**config.mk**
```make
export PLATFORM = sky130hd
export DESIGN_NAME = id_ex_stage
export DESIGN_NICKNAME = d
export VERILOG_FILES = /design/src/rtl/id_ex_stage.sv
export SDC_FILE = /design/constraint.sdc
export NUM_CORES = 1
export LEC_CHECK = 0
export CAP_MARGIN = 20
export CORE_MARGIN = 2
export CORE_UTILIZATION = 38
export CTS_CLUSTER_DIAMETER = 120
export CTS_CLUSTER_SIZE = 25
export DETAILED_ROUTE_END_ITERATION = 16
export GPL_TIMING_DRIVEN = 0
export PLACE_DENSITY = 0.88
export SLEW_MARGIN = 20
export SYNTH_ARGS = -nofsm -noshare
export SYNTH_HDL_FRONTEND = slang
export SYNTH_SLANG_ARGS = --single-unit
```
**constraint.sdc**
```tcl
create_clock -name clk -period 1.4 [get_ports clk]
set_clock_uncertainty 0.1 [all_clocks]
set_input_delay 0.28 -clock clk [delete_from_list [all_inputs] [get_ports clk]]
set_output_delay 0.28 -clock clk [all_outputs]
set_load 0.05 [all_outputs]
```
**src/rtl/id_ex_stage.sv**
```systemverilog
// rtl/id_ex_stage.sv - ID->EX pipeline register with bubble/flush/hold control
// Optional perf counters enabled by `define ID_EX_PERF_EN.
module id_ex_stage #(
  parameter int          CNT_W  = 20,
  parameter logic [31:0] PC_RST = 32'h0
) (
  input  logic             clk,
  input  logic             rst,
  input  logic             pause,
  input  logic             flush,
  input  logic             hold,
  input  logic             id_valid,
  input  logic [31:0]      id_pc,
  input  logic [31:0]      id_r1_data,
  input  logic [31:0]      id_r2_data,
  input  logic [31:0]      id_imm,
  input  logic [4:0]       id_wa,
  input  logic             id_we,
  input  logic [1:0]       id_cregwd,
  input  logic [3:0]       id_aluop,
  input  logic             id_memwe,
  output logic             ex_valid,
  output logic [31:0]      ex_pc,
  output logic [31:0]      ex_r1_data,
  output logic [31:0]      ex_r2_data,
  output logic [31:0]      ex_imm,
  output logic [4:0]       ex_wa,
  output logic             ex_we,
  output logic [1:0]       ex_cregwd,
  output logic [3:0]       ex_aluop,
  output logic             ex_memwe,
  output logic             stall_if,
  output logic [CNT_W-1:0] perf_stall,
  output logic [CNT_W-1:0] perf_flush
);

  typedef enum logic [1:0] {RUN, HOLD, HOLD_FL} state_t;

  state_t state, state_nxt;
  logic   load, bubble, flush_eff;

  assign stall_if = pause | hold;

  always_ff @(posedge clk or negedge rst) begin
    if (!rst) state <= RUN;
    else      state <= state_nxt;
  end

  always_comb begin
    state_nxt = state;
    case (state)
      RUN:     if (hold) state_nxt = flush ? HOLD_FL : HOLD;
      HOLD:    if (!hold) state_nxt = RUN;
               else if (flush) state_nxt = HOLD_FL;
      HOLD_FL: if (!hold) state_nxt = RUN;
      default: state_nxt = RUN;
    endcase
  end

  // A flush queued during a hold is applied on the release cycle.
  always_comb begin
    load      = !hold;
    flush_eff = flush | (state == HOLD_FL);
    bubble    = flush_eff | pause;
  end

  always_ff @(posedge clk or negedge rst) begin
    if (!rst) begin
      ex_valid   <= 1'b0;
      ex_pc      <= PC_RST;
      ex_r1_data <= '0;
      ex_r2_data <= '0;
      ex_imm     <= '0;
      ex_wa      <= '0;
      ex_we      <= 1'b0;
      ex_cregwd  <= '0;
      ex_aluop   <= '0;
      ex_memwe   <= 1'b0;
    end else if (load) begin
      if (bubble) begin
        ex_valid   <= 1'b0;
        ex_pc      <= '0;
        ex_r1_data <= '0;
        ex_r2_data <= '0;
        ex_imm     <= '0;
        ex_wa      <= '0;
        ex_we      <= 1'b0;
        ex_cregwd  <= '0;
        ex_aluop   <= '0;
        ex_memwe   <= 1'b0;
      end else begin
        // Write enables are qualified so an empty slot never looks like a producer.
        ex_valid   <= id_valid;
        ex_pc      <= id_pc;
        ex_r1_data <= id_r1_data;
        ex_r2_data <= id_r2_data;
        ex_imm     <= id_imm;
        ex_wa      <= id_wa;
        ex_we      <= id_we & id_valid;
        ex_cregwd  <= id_cregwd;
        ex_aluop   <= id_aluop;
        ex_memwe   <= id_memwe & id_valid;
      end
    end
  end

`ifdef ID_EX_PERF_EN
  logic             cnt_stall, cnt_flush;
  logic [CNT_W-1:0] stall_cnt, flush_cnt;

  assign cnt_stall = load & pause & ~flush_eff;
  assign cnt_flush = load & flush_eff & id_valid;

  always_ff @(posedge clk or negedge rst) begin
    if (!rst) begin
      stall_cnt <= '0;
      flush_cnt <= '0;
    end else begin
      if (cnt_stall && (stall_cnt != '1)) stall_cnt <= stall_cnt + 1'b1;
      if (cnt_flush && (flush_cnt != '1)) flush_cnt <= flush_cnt + 1'b1;
    end
  end

  assign perf_stall = stall_cnt;
  assign perf_flush = flush_cnt;
`else
  assign perf_stall = '0;
  assign perf_flush = '0;
`endif

endmodule
```
==> out/results.ini, run 1 <==
[status]
outcome = finished, violations left
violations = negative setup slack

[route]
firstDrtPassIters = 4
drt_iter0_drc = 189
wl_met2_mm = 11.7
wl_met3_mm = 1.82
wl_per_cell_um = 17.7
num_vias = 6290
wirelength_met1_mm = 8.83
top_layer_used = met4
ant_nets = 0
routed_via_density = 4.83
totalWireLength_mm = 23.0
drc = 0

[setup_path]
crit_arrival_ns = 1.03
slowest_stage = dfrtp_1
path_buf_inv = 1
endpoint_kind = output pin
cp-start-kind = flop
path_cells = buf_6
cp.required_ns = 1.02
crit_fanout = 2
criticalPathCategory = flop to output pin
crit_family = flip-flops
slowest_delay_ns = 0.42

[power_and_ir_drop]
power.density_nw_per_um2 = 1050
p_leak_uw = 0.00610
power_uw = 12200
vdd_drop_max_uv = 826

[clock_tree]
cts_max_path_buffers = 2
cts_tree = yes
clkLatencyLatePin_ns = 0.41
clockRootBuffer = clkbuf_16
clkTransAtPathRegs_ns = 0.07
htreeDepth = 4
cts_buffers = 17
clkSinkCount = 144

[logic_synthesis]
synthDistinctLibCells = 19
yosysWarningCount = 0
syn_area_per_cell_um2 = 10.9
synth_area_um2 = 7380
seq_area_frac_synth_pct = 48.8
ys_seq_elements = 144
synth_cells = 675

[place]
dp_hpwl_mm = 16.8
gp_congestion = 0.835
portBuffers = 288
post-place-ws_ns = -1.11

[sta]
finalSetupViolCount = 4
finalCritPeriodShare_pct = 100
whs_ns = 0.193
fin_ws_ns = -0.00673
fmax_mhz = 711
hold_viol = 0
min_period_ns = 1.41
slew_headroom_pct = 53.5
worst_pin_slew_ns = 0.697
drv_slew = 0
rsz0062_at_grt = yes

[global_routing]
antenna_found_initial = 0
first_global_vias = 6531
grt_pass1_wl_mm = 34.7
grt-ovfl-total = 0
globalRouteTotalUtil_pct = 21.8
grt_max_degree = 76

[floorplan]
die_w_um = 143
die_area_um2 = 20500
coreArea_um2 = 18900
initial_core_util_pct = 39.1
placementRows = 50
pin_count = 330
die_y_um = 143

[layout]
syn_to_final_growth_pct = 57.4
diodes = 0
final_layout_size_suffix_gt1_share_pct = 36.7
finalNetCount = 1175

[worst_hold_path]
hold_class = input pin to flop

[flow_run]
maxCapViolations = 0

==> cell families (layout without fill, tap and decap cells) <==
kind of cell	Yosys count	after routing	share of synthesized area [%]
simple gates	145	145	7.60
flops	144	144	48.8
compound gates	143	143	27.2
buf+inv	242	569	16.3
other cells	1	40	0.0508
==> power breakdown <==
part	total (µW)	leakage [µW]	internal (µW)	switching, µW
clock network	4530	0.000276	2510	2020
registers	4550	0.00196	4380	170
logic	3100	0.00387	1180	1920
==> metrics by stage <==
stage / cell area [µm²] / TNS, ns / util, % / cells
floorplan: 7520 / 0 / - / 714
global placement: 10700 / -966.00 / 56.8 / 1262
detailed placement: 10800 / -111.52 / 57.0 / 1263
CTS: 11200 / -0.115 / 59.4 / 1298
global route: 11600 / -0.670 / 61.5 / 1301
finish: 11600 / -0.0197 / 61.5 / 1301
==> synth_stat cells <==
library cell  instances  area share (%)
nor2b_1               1           0.085
dfrtp_1             144              49
or2_1                 1           0.085
conb_1                1           0.051
o211a_1               1            0.14
a22o_1                1            0.12
nand2b_1              1           0.085
buf_2                20             1.4
buf_1                 1           0.051
o41ai_2             100              22
nor3b_1               1            0.10
nor4b_1               1            0.12
clkbuf_1             21             1.1
buf_4                50             5.1
a32o_1                2            0.27
nand2_1             140             7.1
inv_1               139             7.1
buf_6                11             1.7
o41ai_1              39             4.6
==> metal layers <==
metal	vias up	track usage, %
li1	2907	-
met3	38	7.00
met5	-	0
met4	0	7.02
met1	3087	24.7
met2	258	38.8
==> cell usage in the layout (no fill, tap or decap), drive strengths merged <==
master and count:
clkinv 3, buf 231, clkbuf 40, a22o 1
nor3b 1, inv 147, clkdlybuf4s50 142, a32o 2
nor4b 1, clkinvlp 3, conb 40, o41ai 139
dfrtp 144, or2 1, nand2 140, clkdlybuf4s15 1
dlygate4sd3 1, nor2b 1, nand2b 1, bufinv 1
o211a 1
==> cell type report <==
cell class              count  area, µm²
plain buffers             102        739
clock buffers              17        425
clock inverters            15        150
fillers                  1529       7280
inverters                 139        522
multi-input cells         328       2800
flip-flops and latches    144       3600
well taps                 260        325
repair buffers            296       3050
==> state kept, by name, indices dropped and copies added (netlist names) <==
register,count
ex_cregwd,2
ex_valid,1
ex_we,1
ex_imm,32
ex_wa,5
ex_pc,32
ex_r1_data,32
ex_memwe,1
ex_aluop,4
ex_r2_data,32
state,2
==> timing repair <==
| item | CTS | global route |
|---|---|---|
| buffers inserted | 3 | 3 |
| hold buffers | 1 | 0 |
| pin swaps | 1 | 1 |
| resized for setup | 920 | 99 |
| endpoints found under the hold margin | 69 | 0 |
| setup endpoints to repair | 276 | 266 |
==> worst paths after layout <==
| check | startpoint | end | slack [ns] | depth (start not counted) |
|---|---|---|---|---|
| min in group asynchronous | rst | ex_imm[0] | 0.27 | 2 |
| max | ex_pc[7] | ex_pc[7] | -0.007 | 1 |
| min reg2reg | ex_r1_data[11] | ex_r1_data[11] | 0.38 | 2 |
| max in group asynchronous | rst | ex_r2_data[4] | 0.20 | 3 |
| min | pause | ex_valid | 0.19 | 3 |
| max reg2reg | state[0] | ex_r1_data[17] | 0.03 | 4 |
Power figures use the tool's default switching activity.
==> run 2: changes to the inputs <==
- SKIP_LAST_GASP: not set -> 1
==> results of run 2 <==
Final layout, timing and power as in run 1 (identical DEF).
Main changes from that run: number of gates resized after CTS 920 -> 919
==> run 3: changes to the inputs <==
- ABC_AREA: not set -> 1
- CORE_UTILIZATION: 38 -> 37
- PLACE_DENSITY: 0.88 -> 0.89
- SLEW_MARGIN: 20 -> not set
==> run 3 against run 2 <==
  * The flow finishes with violations (negative hold slack)
  * Fmax increased by 1.1%
  * Clock power barely moved
  * Wire length decreased by 14%
  * Sequential power barely moved
  * Sequential share of layout area increased by 3.1 points
  * Synthesized cell count fell by 0.59%
  * Non-clock buffer count shrank 18
  * Global-route usage fell by 0.93 points
  * First-iteration DRC count increased by 14%
  * Critical endpoint is now ex_imm[12]
  * Largest cell class unchanged
==> out/results.ini, run 3 <==
[global_routing]
met2_usage_pct = 35.2
grt_pass1_wl_mm = 30.0
grt_max_degree = 85
globalRouteTotalUtil_pct = 20.8
grt-busiest-layer = met2
first_global_vias = 5770
antenna_found_initial = 0
grt-ovfl-total = 0
grtUsageMet3_pct = 6.95
met1_usage_pct = 24.7

[floorplan]
initial_core_util_pct = 37.9
placementRows = 48
die_y_um = 137
pin_count = 330
die_w_um = 137
coreArea_um2 = 17400
die_area_um2 = 18800

[setup_path]
endpoint_kind = output pin
crit_arrival_ns = 1.01
path_cells = buf_6
path_buf_inv = 1
worstReg2RegStart = state[0]
r2r-end = ex_r2_data[3]
slowest_stage = dfrtp_1
crit_fanout = 2
cp-start-kind = flop
reg2regPathDepth = 6
regToRegSetupSlack_ns = 0.11
criticalPathCategory = flop to output pin
cp_num_cells = 1
cp.required_ns = 1.02
worstSetupEndpoint = ex_imm[12]
cp-startpoint = ex_imm[12]
crit_family = flip-flops
slowest_delay_ns = 0.42

[power_and_ir_drop]
combPwrFrac_pct = 24.2
seqPwrFrac_pct = 37.9
p_leak_uw = 0.00512
power.density_nw_per_um2 = 1140
switchingPower_uw = 3770
intPower_uw = 8210
p_sw_share_pct = 31.5
vdd_drop_max_uv = 777
pwr-share-clk_pct = 37.9

[logic_synthesis]
synth.area.top_cells = dfrtp_1, nand2_1, o21ai_2
ys.flop_type = dfrtp_1
synth_commonest_cells = nand2_1, dfrtp_1, o21ai_2
yosysWarningCount = 0
synth_most_common_cell = nand2_1
seq_area_frac_synth_pct = 54.8
synth_edf_count = 0
synth_cells = 671
ys_seq_elements = 144
synthDistinctLibCells = 20
syn_area_per_cell_um2 = 9.79
synth_top_cell_area_share_pct = 54.8
synthArstFlopShare_pct = 100
synth_area_um2 = 6570
post-synth-top-area-cell = dfrtp_1

[status]
outcome = finished, violations left
violations = negative hold slack

[clock_tree]
clkLatencyLatePin_ns = 0.41
clockRootBuffer = clkbuf_16
cts_tree = yes
htreeDepth = 4
cts_buffers = 17
clkSinkCount = 144
cts_max_path_buffers = 2
clkTransAtPathRegs_ns = 0.06

[sta]
fin_setup_tns_ns = 0
worst_pin_slew_ns = 0.808
finalSetupViolCount = 0
fin_ws_ns = 0.00819
hold_viol = 83
drv_slew = 0
whs_ns = -0.195
finalCritPeriodShare_pct = 99.4
rsz0062_at_grt = yes
min_period_ns = 1.39
fmax_mhz = 718
slew_headroom_pct = 46.2

[layout]
final_common_cell = nand2_1
syn_to_final_growth_pct = 60.6
layout_common_cells = nand2_1, dfrtp_1, clkdlybuf4s50_1
final_layout_size_suffix_gt1_share_pct = 35.6
fin_util_pct = 60.8
num-fill-cells = 1428
diodes = 0
finalNetCount = 1170

[place]
portBuffers = 289
gp_congestion = 0.789
post-place-ws_ns = -1.26
dp_hpwl_mm = 14.5

[route]
num_vias = 5743
drt_iter0_drc = 216
wl_per_cell_um = 15.8
ant_nets = 0
firstDrtPassIters = 4
routed_via_density = 4.55
drc = 0
totalWireLength_mm = 19.9

[worst_hold_path]
hold_class = input pin to asynchronous set/reset pin

[flow_run]
maxCapViolations = 0

==> run 3: cells by family (layout without fill, tap and decap cells) <==
logic type / count (synthesis) / in the layout / synth area share (%)
buf+inv: 91 / 417 / 10.9
simple gates: 295 / 295 / 17.3
compound gates: 140 / 140 / 16.9
other cells: 1 / 40 / 0.0571
flops: 144 / 144 / 54.8
==> run 3: metrics by stage <==
step           total power [µW]  instances  area, µm²
5_1_grt                   12400       1261      10600
3_3_place_gp               7420       1224       9890
6_report                  12000       1261      10600
4_1_cts                   12000       1260      10200
3_5_place_dp               7460       1225       9920
2_1_floorplan              6300        710       6720
==> run 3: final cells by class <==
type | instances | area (µm²) | share of cell area (%)
sequential | 144 | 3600 | 34.1
timing repair buffer | 296 | 2970 | 28.1
multi-input combinational | 475 | 2400 | 22.8
buffer | 84 | 693 | 6.57
clock buffer | 19 | 453 | 4.29
tap | 225 | 282 | 2.67
clock inverter | 13 | 135 | 1.28
inverter | 5 | 18.8 | 0.178
==> run 3: worst min-delay path by stage <==
stage / to / from / depth (start not counted) / slack (ns)
finish: ex_r1_data[26] / rst / 1 / -0.20
CTS: ex_r1_data[24] / rst / 1 / -0.16
detailed placement: ex_r1_data[24] / rst / 1 / 0.29
global placement: state[0] / state[1] / 1 / 0.36
global route: ex_r1_data[24] / rst / 1 / -0.14
floorplan: ex_aluop[0] / rst / 0 / -0.12
==> run 3: power by group through the flow <==
stage,sequential (µW),clock [µW],combinational (µW)
after detailed placement,4590,0,2880
after CTS,4520,4610,2840
after global routing,4570,4790,3070
final,4550,4540,2900
after floorplan,5360,0,944
after global placement,4580,0,2840
==> run 3: layer usage <==
metal,vias up,wire [µm]
met1,2716,7710
met3,27,1690
li1,2766,-
met2,234,10000
met5,-,0
met4,0,413
==> run 3: timing repair <==
| action | CTS | global route |
|---|---|---|
| hold endpoints to repair | 83 | 83 |
| setup buffers | 3 | 3 |
| setup endpoints to repair | 249 | 93 |
| pin swaps | 0 | 0 |
| resized for setup | 884 | 81 |
